$ cat config.mk
export PLATFORM = sky130hd
export DESIGN_NAME = modinv_flat
export DESIGN_NICKNAME = d
export VERILOG_FILES = /design/src/rtl/modinv_if.sv /design/src/rtl/modinv.sv /design/src/flat_wrapper.sv
export SDC_FILE = /design/constraint.sdc
export NUM_CORES = 1
export LEC_CHECK = 0
export ABC_AREA = 1
export CAP_MARGIN = 10
export CORE_ASPECT_RATIO = 0.75
export CORE_UTILIZATION = 35
export DETAILED_ROUTE_END_ITERATION = 8
export PLACE_DENSITY_LB_ADDON = 0.1
export SLEW_MARGIN = 5
export SYNTH_ARGS = -nofsm -noshare
export SYNTH_HDL_FRONTEND = slang
export SYNTH_SLANG_ARGS = --single-unit
$ cat constraint.sdc
create_clock -name clk -period 4.5 [get_ports clk]
set_clock_uncertainty 0.05 [all_clocks]
set_input_delay 0.9 -clock clk [delete_from_list [all_inputs] [get_ports clk]]
set_output_delay 0.9 -clock clk [all_outputs]
set_load 0.05 [all_outputs]
$ cat src/rtl/modinv_if.sv
// rtl/modinv_if.sv - request/result stream bundle for the modular inverter
interface modinv_if #(
    parameter int LOGQ = 28
);
    logic            in_valid;
    logic            in_ready;
    logic [LOGQ-1:0] in_a;
    logic [LOGQ-1:0] q;
    logic            out_valid;
    logic            out_ready;
    logic [LOGQ-1:0] out_c;
    logic            out_err;

    modport master (
        output in_valid, in_a, q, out_ready,
        input  in_ready, out_valid, out_c, out_err
    );

    modport slave (
        input  in_valid, in_a, q, out_ready,
        output in_ready, out_valid, out_c, out_err
    );
endinterface

$ cat src/rtl/modinv.sv
// rtl/modinv.sv - binary extended-Euclid modular inverter, one reduction step per cycle
module modinv #(
    parameter int LOGQ = 28
) (
    input  logic     clk,
    input  logic     rst,
    modinv_if.slave  bus
);
    typedef enum logic [1:0] {IDLE, RUN, DONE} state_t;

    state_t          state;
    logic [LOGQ-1:0] qr;
    logic [LOGQ-1:0] u;
    logic [LOGQ-1:0] v;
    logic [LOGQ-1:0] x1;
    logic [LOGQ-1:0] x2;
    logic [LOGQ-1:0] c;
    logic            err;
    logic            illegal;

    localparam logic [LOGQ-1:0] ONE   = LOGQ'(1);
    localparam logic [LOGQ-1:0] THREE = LOGQ'(3);

    // Halving mod an odd modulus: add qr to odd x first, keeping the carry bit.
    function automatic logic [LOGQ-1:0] halve(input logic [LOGQ-1:0] x,
                                               input logic [LOGQ-1:0] m);
        logic [LOGQ:0] s;
        s = {1'b0, x} + (x[0] ? {1'b0, m} : {(LOGQ+1){1'b0}});
        return s[LOGQ:1];
    endfunction

    // Both operands lie in [0,m), so the wrapped difference plus m is exact.
    function automatic logic [LOGQ-1:0] sub_mod(input logic [LOGQ-1:0] a,
                                                 input logic [LOGQ-1:0] b,
                                                 input logic [LOGQ-1:0] m);
        return (a >= b) ? (a - b) : (a - b + m);
    endfunction

    always_comb begin
        illegal = 1'b0;
        if (!bus.q[0] || bus.q < THREE || bus.in_a == '0 || bus.in_a >= bus.q)
            illegal = 1'b1;
    end

    always_ff @(posedge clk) begin
        if (rst) begin
            state <= IDLE;
            qr    <= '0;
            u     <= '0;
            v     <= '0;
            x1    <= '0;
            x2    <= '0;
            c     <= '0;
            err   <= 1'b0;
        end else begin
            case (state)
                IDLE: begin
                    if (bus.in_valid) begin
                        qr <= bus.q;
                        u  <= bus.in_a;
                        v  <= bus.q;
                        x1 <= ONE;
                        x2 <= '0;
                        if (illegal) begin
                            c     <= '0;
                            err   <= 1'b1;
                            state <= DONE;
                        end else begin
                            state <= RUN;
                        end
                    end
                end
                RUN: begin
                    if (u == ONE) begin
                        c     <= x1;
                        err   <= 1'b0;
                        state <= DONE;
                    end else if (v == ONE) begin
                        c     <= x2;
                        err   <= 1'b0;
                        state <= DONE;
                    end else if (u == '0 || v == '0) begin
                        c     <= '0;
                        err   <= 1'b1;
                        state <= DONE;
                    end else if (!u[0]) begin
                        u  <= u >> 1;
                        x1 <= halve(x1, qr);
                    end else if (!v[0]) begin
                        v  <= v >> 1;
                        x2 <= halve(x2, qr);
                    end else if (u >= v) begin
                        u  <= u - v;
                        x1 <= sub_mod(x1, x2, qr);
                    end else begin
                        v  <= v - u;
                        x2 <= sub_mod(x2, x1, qr);
                    end
                end
                DONE: begin
                    if (bus.out_ready)
                        state <= IDLE;
                end
                default: state <= IDLE;
            endcase
        end
    end

    assign bus.in_ready  = (state == IDLE);
    assign bus.out_valid = (state == DONE);
    assign bus.out_c     = c;
    assign bus.out_err   = err;
endmodule

$ cat src/flat_wrapper.sv
// flat-port wrapper written by rule: the top's interface ports become plain ports
module modinv_flat 
#(
    parameter int LOGQ = 28
)
  (clk, rst, bus_in_valid, bus_in_a, bus_q, bus_out_ready, bus_in_ready, bus_out_valid, bus_out_c, bus_out_err);
  modinv_if #(.LOGQ(LOGQ)) bus_i ();
  input  logic clk;
  input  logic rst;
  input wire logic [$bits(bus_i.in_valid)-1:0] bus_in_valid;
  input wire logic [$bits(bus_i.in_a)-1:0] bus_in_a;
  input wire logic [$bits(bus_i.q)-1:0] bus_q;
  input wire logic [$bits(bus_i.out_ready)-1:0] bus_out_ready;
  output wire logic [$bits(bus_i.in_ready)-1:0] bus_in_ready;
  output wire logic [$bits(bus_i.out_valid)-1:0] bus_out_valid;
  output wire logic [$bits(bus_i.out_c)-1:0] bus_out_c;
  output wire logic [$bits(bus_i.out_err)-1:0] bus_out_err;
  assign bus_i.in_valid = bus_in_valid;
  assign bus_i.in_a = bus_in_a;
  assign bus_i.q = bus_q;
  assign bus_i.out_ready = bus_out_ready;
  assign bus_in_ready = bus_i.in_ready;
  assign bus_out_valid = bus_i.out_valid;
  assign bus_out_c = bus_i.out_c;
  assign bus_out_err = bus_i.out_err;
  modinv #(.LOGQ(LOGQ)) u_core (.clk(clk), .rst(rst), .bus(bus_i));
endmodule
# Word level (Yosys, flattened, before mapping)

Cells that the tools add are included.

$add $sub $neg: 8
Reductions and logical operators: 17
Mux-type cells: 56
Order comparisons: 5
Equal/unequal tests: 15

Operators by type and width:

| cell                                                        | count |
|---|---|
| two-way mux 28 bit                                          | 37 |
| case mux 28 bit (2 select lines)                            | 5 |
| greater-or-equal comparator 28 bit                          | 4 |
| subtractor 28 bit                                           | 4 |
| logical NOT 28 bit                                          | 3 |
| adder 28 x 29 -> 29 bit                                     | 2 |
| adder 28 bit                                                | 2 |
| == test 28 x 1 -> 1 bit, second input constant              | 2 |
| less-than comparator 28 x 2 -> 1 bit, second input constant | 1 |
| AND reduction 7 bit                                         | 2 |
| two-way mux 2 bit                                           | 6 |
| inequality test 2 bit, second input constant                | 5 |
| inequality test 3 bit, second input constant                | 3 |
| two-way mux 1 bit                                           | 6 |
| case mux 2 bit (3 select lines)                             | 1 |
| AND reduction 6 bit                                         | 1 |
| AND reduction 5 bit                                         | 1 |
| logical OR 1 bit                                            | 4 |
| inequality test 2 x 1 -> 1 bit, second input constant       | 2 |
| inequality test 4 x 1 -> 1 bit, second input constant       | 1 |
| AND reduction 4 bit                                         | 1 |
| AND reduction 3 bit                                         | 1 |
| == test 2 x 1 -> 1 bit, second input constant               | 1 |
| == test 2 bit, second input constant                        | 1 |
| other kinds (5)                                             | 5 |

Bits of input ports: 60
Word-level logic and storage cells: 111
Output and inout bits: 31
Register bits after elaboration: 171

# Longest topological paths before layout

Gate-level depths: netlist of the first run.

Depth after elaboration: 10
Depth in mapped cells: 28
Depth with buffers taken out: 27

# Worst setup path before layout of the first run

OpenSTA, ideal clock, no wires.

Kind: register to register
Start: register u_core.x2[1]
End: register u_core.x1[18]
Buffers on the path: 0
Slack: 1212 ps
Arrival time: 3121 ps
Cell stages (with the launch flop): 24
Setup time: 117 ps
Clock period less this slack: 3288 ps
Data required time: 4333 ps
Path through: dfxtp_1 -> inv_1 -> ha_1 -> nand2_1 -> o21ai_0 -> nand2_1 -> nand2_1 -> nand2_1 -> nand3_1 -> xnor2_1 -> inv_1 -> ha_1 -> nand2_1 -> nor2_1 -> inv_1 -> nor2_1 -> nand4_1 -> nand3b_1 -> xnor2_1 -> nand2_1 -> nand3_1 -> nand2_1 -> nor2_1 -> nor2_1

Longest elaborated chain between the ends: 10
Elaborated cells on any way between the ends: 11
Those cells by class: add/sub: 2; order compare: 1; mux: 8

RTL lines:

| item                               | RTL line     | RTL |
|---|---|---|
| start: declaration                 | modinv.sv:16 | `logic [LOGQ-1:0] x2;` |
| start signal: assignment           | modinv.sv:91 | `x2 <= halve(x2, qr);` |
| start signal: assignment           | modinv.sv:97 | `x2 <= sub_mod(x2, x1, qr);` |
| subtractor 28 bit                  | modinv.sv:36 | `return (a >= b) ? (a - b) : (a - b + m);` |
| adder 28 bit                       | modinv.sv:36 |  |
| two-way mux 28 bit *               | modinv.sv:36 |  |
| two-way mux 28 bit *               | modinv.sv:92 | `end else if (u >= v) begin` |
| two-way mux 28 bit *               | modinv.sv:89 | `end else if (!v[0]) begin` |
| two-way mux 28 bit *               | modinv.sv:86 | `end else if (!u[0]) begin` |
| two-way mux 28 bit *               | modinv.sv:82 | `end else if (u == '0 \|\| v == '0) begin` |
| two-way mux 28 bit *               | modinv.sv:78 | `end else if (v == ONE) begin` |
| two-way mux 28 bit *               | modinv.sv:74 | `if (u == ONE) begin` |
| case mux 28 bit (2 select lines) * | modinv.sv:56 | `case (state)` |
| end signal: assignment             | modinv.sv:88 | `x1 <= halve(x1, qr);` |
| end signal: assignment             | modinv.sv:94 | `x1 <= sub_mod(x1, x2, qr);` |
| end: declaration                   | modinv.sv:15 | `logic [LOGQ-1:0] x1;` |

Mark *: on every way between the ends. The rest lies on a longest branch, timed or not. The select of a mux whose other input is x is not followed.
A chain may end at the register's enable or synchronous reset.

# Worst setup path in the final report of the first run

Start: register u_core.x1[0]
End: register u_core.x2[27]

Longest elaborated chain between the ends: 10
Elaborated cells on any way between the ends: 11
Those cells by class: add/sub: 2; order compare: 1; mux: 8

RTL lines:

| item                               | RTL line |
|---|---|
| subtractor 28 bit                  | modinv.sv:36 |
| adder 28 bit                       | modinv.sv:36 |
| two-way mux 28 bit *               | modinv.sv:36 |
| two-way mux 28 bit *               | modinv.sv:92 |
| two-way mux 28 bit *               | modinv.sv:89 |
| two-way mux 28 bit *               | modinv.sv:86 |
| two-way mux 28 bit *               | modinv.sv:82 |
| two-way mux 28 bit *               | modinv.sv:78 |
| two-way mux 28 bit *               | modinv.sv:74 |
| case mux 28 bit (2 select lines) * | modinv.sv:56 |

Marked as above.

==> results of run 1 <==
-- what timing repair did --
item,in CTS,in global routing
gates resized for setup,1,40
endpoints found under the setup margin,9,29
pin swaps,0,1
hold buffers,0,0
-- flip-flops by register name, summed over array words and instances, names as in the netlist --
name                flops
u_core.x1              28
u_core.u               28
u_core.bus.out_err      1
u_core.bus.out_c       28
u_core.state            2
u_core.v               28
u_core.qr              28
u_core.x2              28
-- worst reg2reg max path, stage by stage (launching register included) --
cell     delay [ps]
dfxtp_1         380
buf_8           240
ha_1            180
inv_1            70
fa_1            420
nand2_1         100
nand2_1         190
nand2_1         110
nand2_1         140
xnor2_1         360
inv_1            80
ha_1            350
nand2_1         160
inv_1           100
a21oi_1         230
nand3_1         320
nand2_1         220
nand3_1         110
nand2_1          90
nor2_1           40
nand2_1          50
nand3_1          60
nand2_1          80
a21oi_1          60
-- per-layer routing --
metal  share of wire [%]  wire length (um)
met1                  52             69940
met2                  35             46860
met3                  12             15960
met4                 1.7              2328
met5                   0                 0
-- stage by stage --
stage / TNS (ps) / instance area (um2)
2_1_floorplan: 0 / 24360
6_report: 0 / 28640
3_3_place_gp: -355.7 / 27880
5_1_grt: -96.23 / 28640
4_1_cts: 0 / 28500
3_5_place_dp: -193.6 / 27880
-- cell type report --
class	count	area [um2]
clock inverters	15	195.2
clock buffers	17	425.4
well taps	935	1170
flip-flops and latches	171	3427
fillers	7811	40000
repair buffers	360	3005
multi-input cells	3376	17910
inverters	667	2504
-- cells in the final DEF (no fill, tap or decap), drive strengths merged, types with 35 or more instances in the layout --
| cell type | n |
|---|---|
| inv | 672 |
| o21bai | 35 |
| nand3 | 366 |
| a21oi | 373 |
| o211ai | 39 |
| nand2 | 1222 |
| o21ai | 309 |
| xor2 | 74 |
| clkdlybuf4s50 | 89 |
| dfxtp | 171 |
| nor2 | 436 |
| buf | 271 |
| nor3 | 54 |
| ha | 246 |
| nand4 | 73 |
-- worst max-delay path by stage --
| stage | startpoint | to | slack (ps) | cells past startpoint |
|---|---|---|---|---|
| 2_1_floorplan | u_core.x2[1] | u_core.x1[18] | 1210 | 23 |
| 3_3_place_gp | u_core.x2[10] | u_core.x2[15] | -110 | 24 |
| 3_5_place_dp | u_core.x2[10] | u_core.x1[20] | -70 | 22 |
| 4_1_cts | u_core.x2[10] | u_core.x1[18] | 8 | 24 |
| 5_1_grt | u_core.x1[0] | u_core.x2[18] | -50 | 24 |
| 6_report | u_core.x1[0] | u_core.x2[27] | 150 | 23 |
-- cells by family (layout without fill, tap and decap cells) --
kind of cell / after synthesis / count (layout) / share of synthesized area [%]
AO/OA/AOI/OAI: 812 / 812 / 18.03
buffers and inverters: 801 / 1059 / 12.98
AND/OR/NAND/NOR: 2205 / 2205 / 37.87
adder cells (fa/ha/maj): 254 / 254 / 13.29
XOR/XNOR: 105 / 105 / 3.776
flip-flops: 171 / 171 / 14.06
==> results.ini, run 1 <==
[routing]
wl_per_cell_um = 24.38
drt_iter0_drc = 3949
detail-route-antenna-nets = 0
num_vias = 30160
drc_errors = 0
routed_wl_mm = 135.1
vias_per_cell = 5.443
drt_pass1_iterations = 6

[placement]
dp.cells = 5509
hpwl_mm = 113.5
portBuffers = 90
gp_congestion = 1.017
dp_slack_ps = -71.80

[logic_synthesis]
yosysWarnings = 0
synthMostInstantiatedCell = nand2_1
ys.flop_type = dfxtp_1
yosysSeqAreaShare_pct = 14.06
synthTopCellsByCount = nand2_1 (1216), inv_1 (655), nor2_1 (425)
synth-edff-count = 0
async_flop_share_pct = 0
synth_cell_type_count = 47
synthesis.area_mm2 = 0.02436
synth_cells = 4348
ys_ff_latch = 171
ys_top_cells_by_area = nand2_1 (19%), dfxtp_1 (14%), ha_1 (13%)
synth_nets = 4662
yosys.area.top_type = nand2_1
avgSynthCellArea_um2 = 5.602
yosysTopAreaCellShare_pct = 18.74

[cells_and_area]
areaGrowthSynthToFinish_pct = 17.59
antenna_cells = 0
nets = 4907
post-route-util_pct = 41.72
layout-drive-gt1-share_pct = 8.380
final_cells = 5541

[floorplan]
ioPinCount = 91
core-area_mm2 = 0.06864
die_h_um = 230.5
fp-row-count = 83
start_util_pct = 35.48
die-area_mm2 = 0.07066
die_w_um = 306.6

[setup_path]
worstPathMaxFanout = 30
slowest_delay_ps = 420
startpoint_type = flop
crit_path_end_kind = flop
crit_path_cell_trace = buf_8 > ha_1 > inv_1 > fa_1 > nand2_1 > nand2_1 > nand2_1 > nand2_1 > xnor2_1 > inv_1 > ha_1 > nand2_1 > inv_1 > a21oi_1 > nand3_1 > nand2_1 > nand3_1 > nand2_1 > nor2_1 > nand2_1 > nand3_1 > nand2_1 > a21oi_1
rr_worst_depth = 23
crit_top_cell = nand2_1
arrival_ps = 4660
crit_family = simple AND/OR/NAND/NOR gates
r2r-end = u_core.x2[27]
cpMaxStageDelayCell = fa_1
r2r_setup_slack_ps = 150
path_buf_inv = 4
worstSetupPathType = flop to flop
r2r_start = u_core.x1[0]
cp.required_ps = 4810

[worst_hold_path]
worstHoldPathCells = 2
holdCritStartpoint = u_core.bus.out_err
hold_end = u_core.bus.out_err
hp-class = flop to flop

[global_routing]
grt_max_degree = 76
antenna_found_initial = 0
grt_usage_pct = 37.59
grt_pass1_wl_mm = 191.9
met1_usage_pct = 62.31
use_met3_pct = 8.666
gr-max-usage-layer = met1
grt_pass1_vias = 26190
grt_overflow = 0
gr-usage-met2_pct = 46.25

[clock_tree]
cts.path.max_buffers = 2
cts_max_level = 4
clkSinkCount = 171
cts-root-buf = clkbuf_16
clkLatencyLatePin_ps = 540
postCtsSetupBuffers = 0
numCtsBuffers = 17
path_clk_slew_ps = 80
cts_tree = done

[sta]
setup_violations = 0
post-route-period-util_pct = 96.67
layout_setup_ws_ps = 149.9
slew_viol_final = 0
hold_viol_final = 0
fmax_ghz = 0.2299
hold_ws_ps = 399.5
worst_slew_pin_slew_ps = 1147
rsz0062_at_grt = true
relSlewSlack_pct = 22.69
min_period_ps = 4350

[run]
maxCapViolations = 0

[run_status]
status = completed

Power of run 1 is left out: the tool's default activity adds up to more than one toggle a clock period on the data nets, which glitch-free logic cannot reach.
==> inputs of run 2 (changes only) <==
--- a/config.mk
+++ b/config.mk
@@ -11,6 +11,7 @@
 export CORE_UTILIZATION = 35
 export DETAILED_ROUTE_END_ITERATION = 8
 export PLACE_DENSITY_LB_ADDON = 0.1
+export SETUP_SLACK_MARGIN = 0.3
 export SLEW_MARGIN = 5
 export SYNTH_ARGS = -nofsm -noshare
 export SYNTH_HDL_FRONTEND = slang
==> results.ini, run 2 (synthesized netlist as in run 1, its figures left out) <==
[cells_and_area]
layout-drive-gt1-share_pct = 10.74  ; +2.4 points
areaGrowthSynthToFinish_pct = 19.68
multiInputGateArea_mm2 = 0.01836  ; +2.5%
antenna_cells = 0  ; unchanged
final_common_cell = nand2_1
finalInstanceArea_mm2 = 0.02915  ; +1.8%
seqCellArea_mm2 = 0.003443  ; +0.47%
most-common-layout-cells = nand2_1 (1198), inv_1 (651), nor2_1 (396)
fillers = 7752  ; -0.76%
nets = 4909  ; +0.041%

[worst_hold_path]
worstHoldPathCells = 2  ; unchanged
holdCritStartpoint = u_core.bus.out_err
hp-class = flop to flop
hold_end = u_core.bus.out_err

[clock_tree]
clkLatencyLatePin_ps = 540  ; about the same
cts.path.max_buffers = 2  ; unchanged
cts_max_level = 4  ; unchanged
clkSinkCount = 171  ; unchanged
numCtsBuffers = 17  ; unchanged
path_clk_slew_ps = 80  ; about the same
cts_tree = done
cts-root-buf = clkbuf_16

[floorplan]
start_util_pct = 35.48  ; unchanged
die_w_um = 306.6  ; unchanged
die-area_mm2 = 0.07066  ; unchanged
die_h_um = 230.5  ; unchanged
fp-row-count = 83  ; unchanged
core-area_mm2 = 0.06864  ; unchanged
ioPinCount = 91  ; unchanged

[sta]
hold_ws_ps = 399.5  ; -0.006000 ps
post-route-period-util_pct = 91.33  ; -5.3 points
rsz0062_at_grt = true
fmax_ghz = 0.2433  ; +5.8%
setup_violations = 0  ; unchanged
relSlewSlack_pct = 22.61  ; -0.084 points
hold_viol_final = 0  ; unchanged
worst_slew_pin_slew_ps = 1149  ; +1.241 ps
layout_setup_ws_ps = 390.1  ; +240.2 ps
min_period_ps = 4110  ; -240.2 ps
fin_tns_setup_ps = 0  ; unchanged
slew_viol_final = 0  ; unchanged

[placement]
hpwl_mm = 113.5  ; unchanged
gp_congestion = 1.017  ; unchanged
dp_slack_ps = -71.80  ; unchanged
portBuffers = 90  ; unchanged
postPlaceCellArea_mm2 = 0.02788  ; unchanged

[run_status]
status = completed

[global_routing]
grt_max_degree = 76  ; unchanged
grt_usage_pct = 37.61  ; about the same
antenna_found_initial = 0  ; unchanged
grt_pass1_vias = 26200  ; +0.050%
grt_pass1_wl_mm = 192.0  ; about the same
grt_overflow = 0  ; unchanged

[setup_path]
cp.required_ps = 4860  ; +50 ps
r2r-end = u_core.x1[18]
crit_path_end_kind = flop
worstPathMaxFanout = 6  ; -80%
crit_path_cell_trace = ha_2 > nand2_1 > nor2_2 > buf_4 > and2_1 > nand2_1 > nand3_2 > xor2_2 > inv_1 > ha_2 > nand2_1 > buf_4 > nor2_2 > inv_1 > nor2_4 > nand4_1 > nand3b_1 > xnor2_1 > nand2_1 > nand3_1 > nand2_1 > nor2_1 > nor2_1
rr_worst_depth = 23  ; unchanged
crit_family = simple AND/OR/NAND/NOR gates
worstSetupPathType = flop to flop
r2r_start = u_core.x1[5]
crit_top_cell = nand2_1
arrival_ps = 4470  ; -190 ps
path_buf_inv = 4  ; unchanged
slowest_delay_ps = 450  ; +30 ps
r2r_setup_slack_ps = 390  ; +240 ps
startpoint_type = flop
cpMaxStageDelayCell = dfxtp_1

[routing]
drt_iter0_drc = 4064  ; +2.9%
drt_pass1_iterations = 8  ; +2
num_vias = 30400  ; +0.78%
routed_wl_mm = 135.8  ; +0.55%
drc_errors = 0  ; unchanged
vias_per_cell = 5.484  ; +0.75%
wl_per_cell_um = 24.50  ; +0.51%
detail-route-antenna-nets = 0  ; unchanged

[run]
maxCapViolations = 0  ; unchanged

==> run 2: cell type report <==
class	instances	area share, %
flip-flops and latches	171	11.81
clock buffers	17	1.459
multi-input cells	3376	63.00
well taps	935	4.014
repair buffers	362	10.45
inverters	667	8.589
clock inverters	15	0.6696
==> run 2: worst max path at each step <==
stage                  start            end  slack (ps)  depth (start not counted)
2_1_floorplan   u_core.x2[1]  u_core.x1[18]        1210                         23
3_3_place_gp   u_core.x2[10]  u_core.x2[15]        -110                         24
3_5_place_dp   u_core.x2[10]  u_core.x1[20]         -70                         22
4_1_cts         u_core.x1[0]  u_core.x1[14]         280                         25
5_1_grt         u_core.x1[5]  u_core.x1[18]         240                         23
6_report        u_core.x1[5]  u_core.x1[18]         390                         23
==> run 2: routing by layer <==
metal	GRT usage, %	vias up	wire, um
met2	46.40	1509	47330
met5	0	-	0
met1	62.39	14200	70910
met4	7.187	0	2338
met3	8.583	115	15240
li1	-	14570	-
==> run 2: timing repair <==
action                     CTS  global route
hold buffers                 0             0
pin swaps                    0             9
setup buffers                0             1
cloned                       0             1
setup endpoints to repair   29            38
gates resized for setup     21           142
==> run 2: tightest hold or removal path: stages (launching register included) <==
cell	delay [ps]
dfxtp_1	310
inv_1	50
a21oi_1	50
==> run 2: metrics by stage <==
step / std cells / util (%)
floorplan: 4348 / -
global placement: 5509 / 40.61
detailed placement: 5509 / 40.61
CTS: 5541 / 41.63
global route: 5543 / 42.46
finish: 5543 / 42.46
Power of run 2 is left out for the same reason.
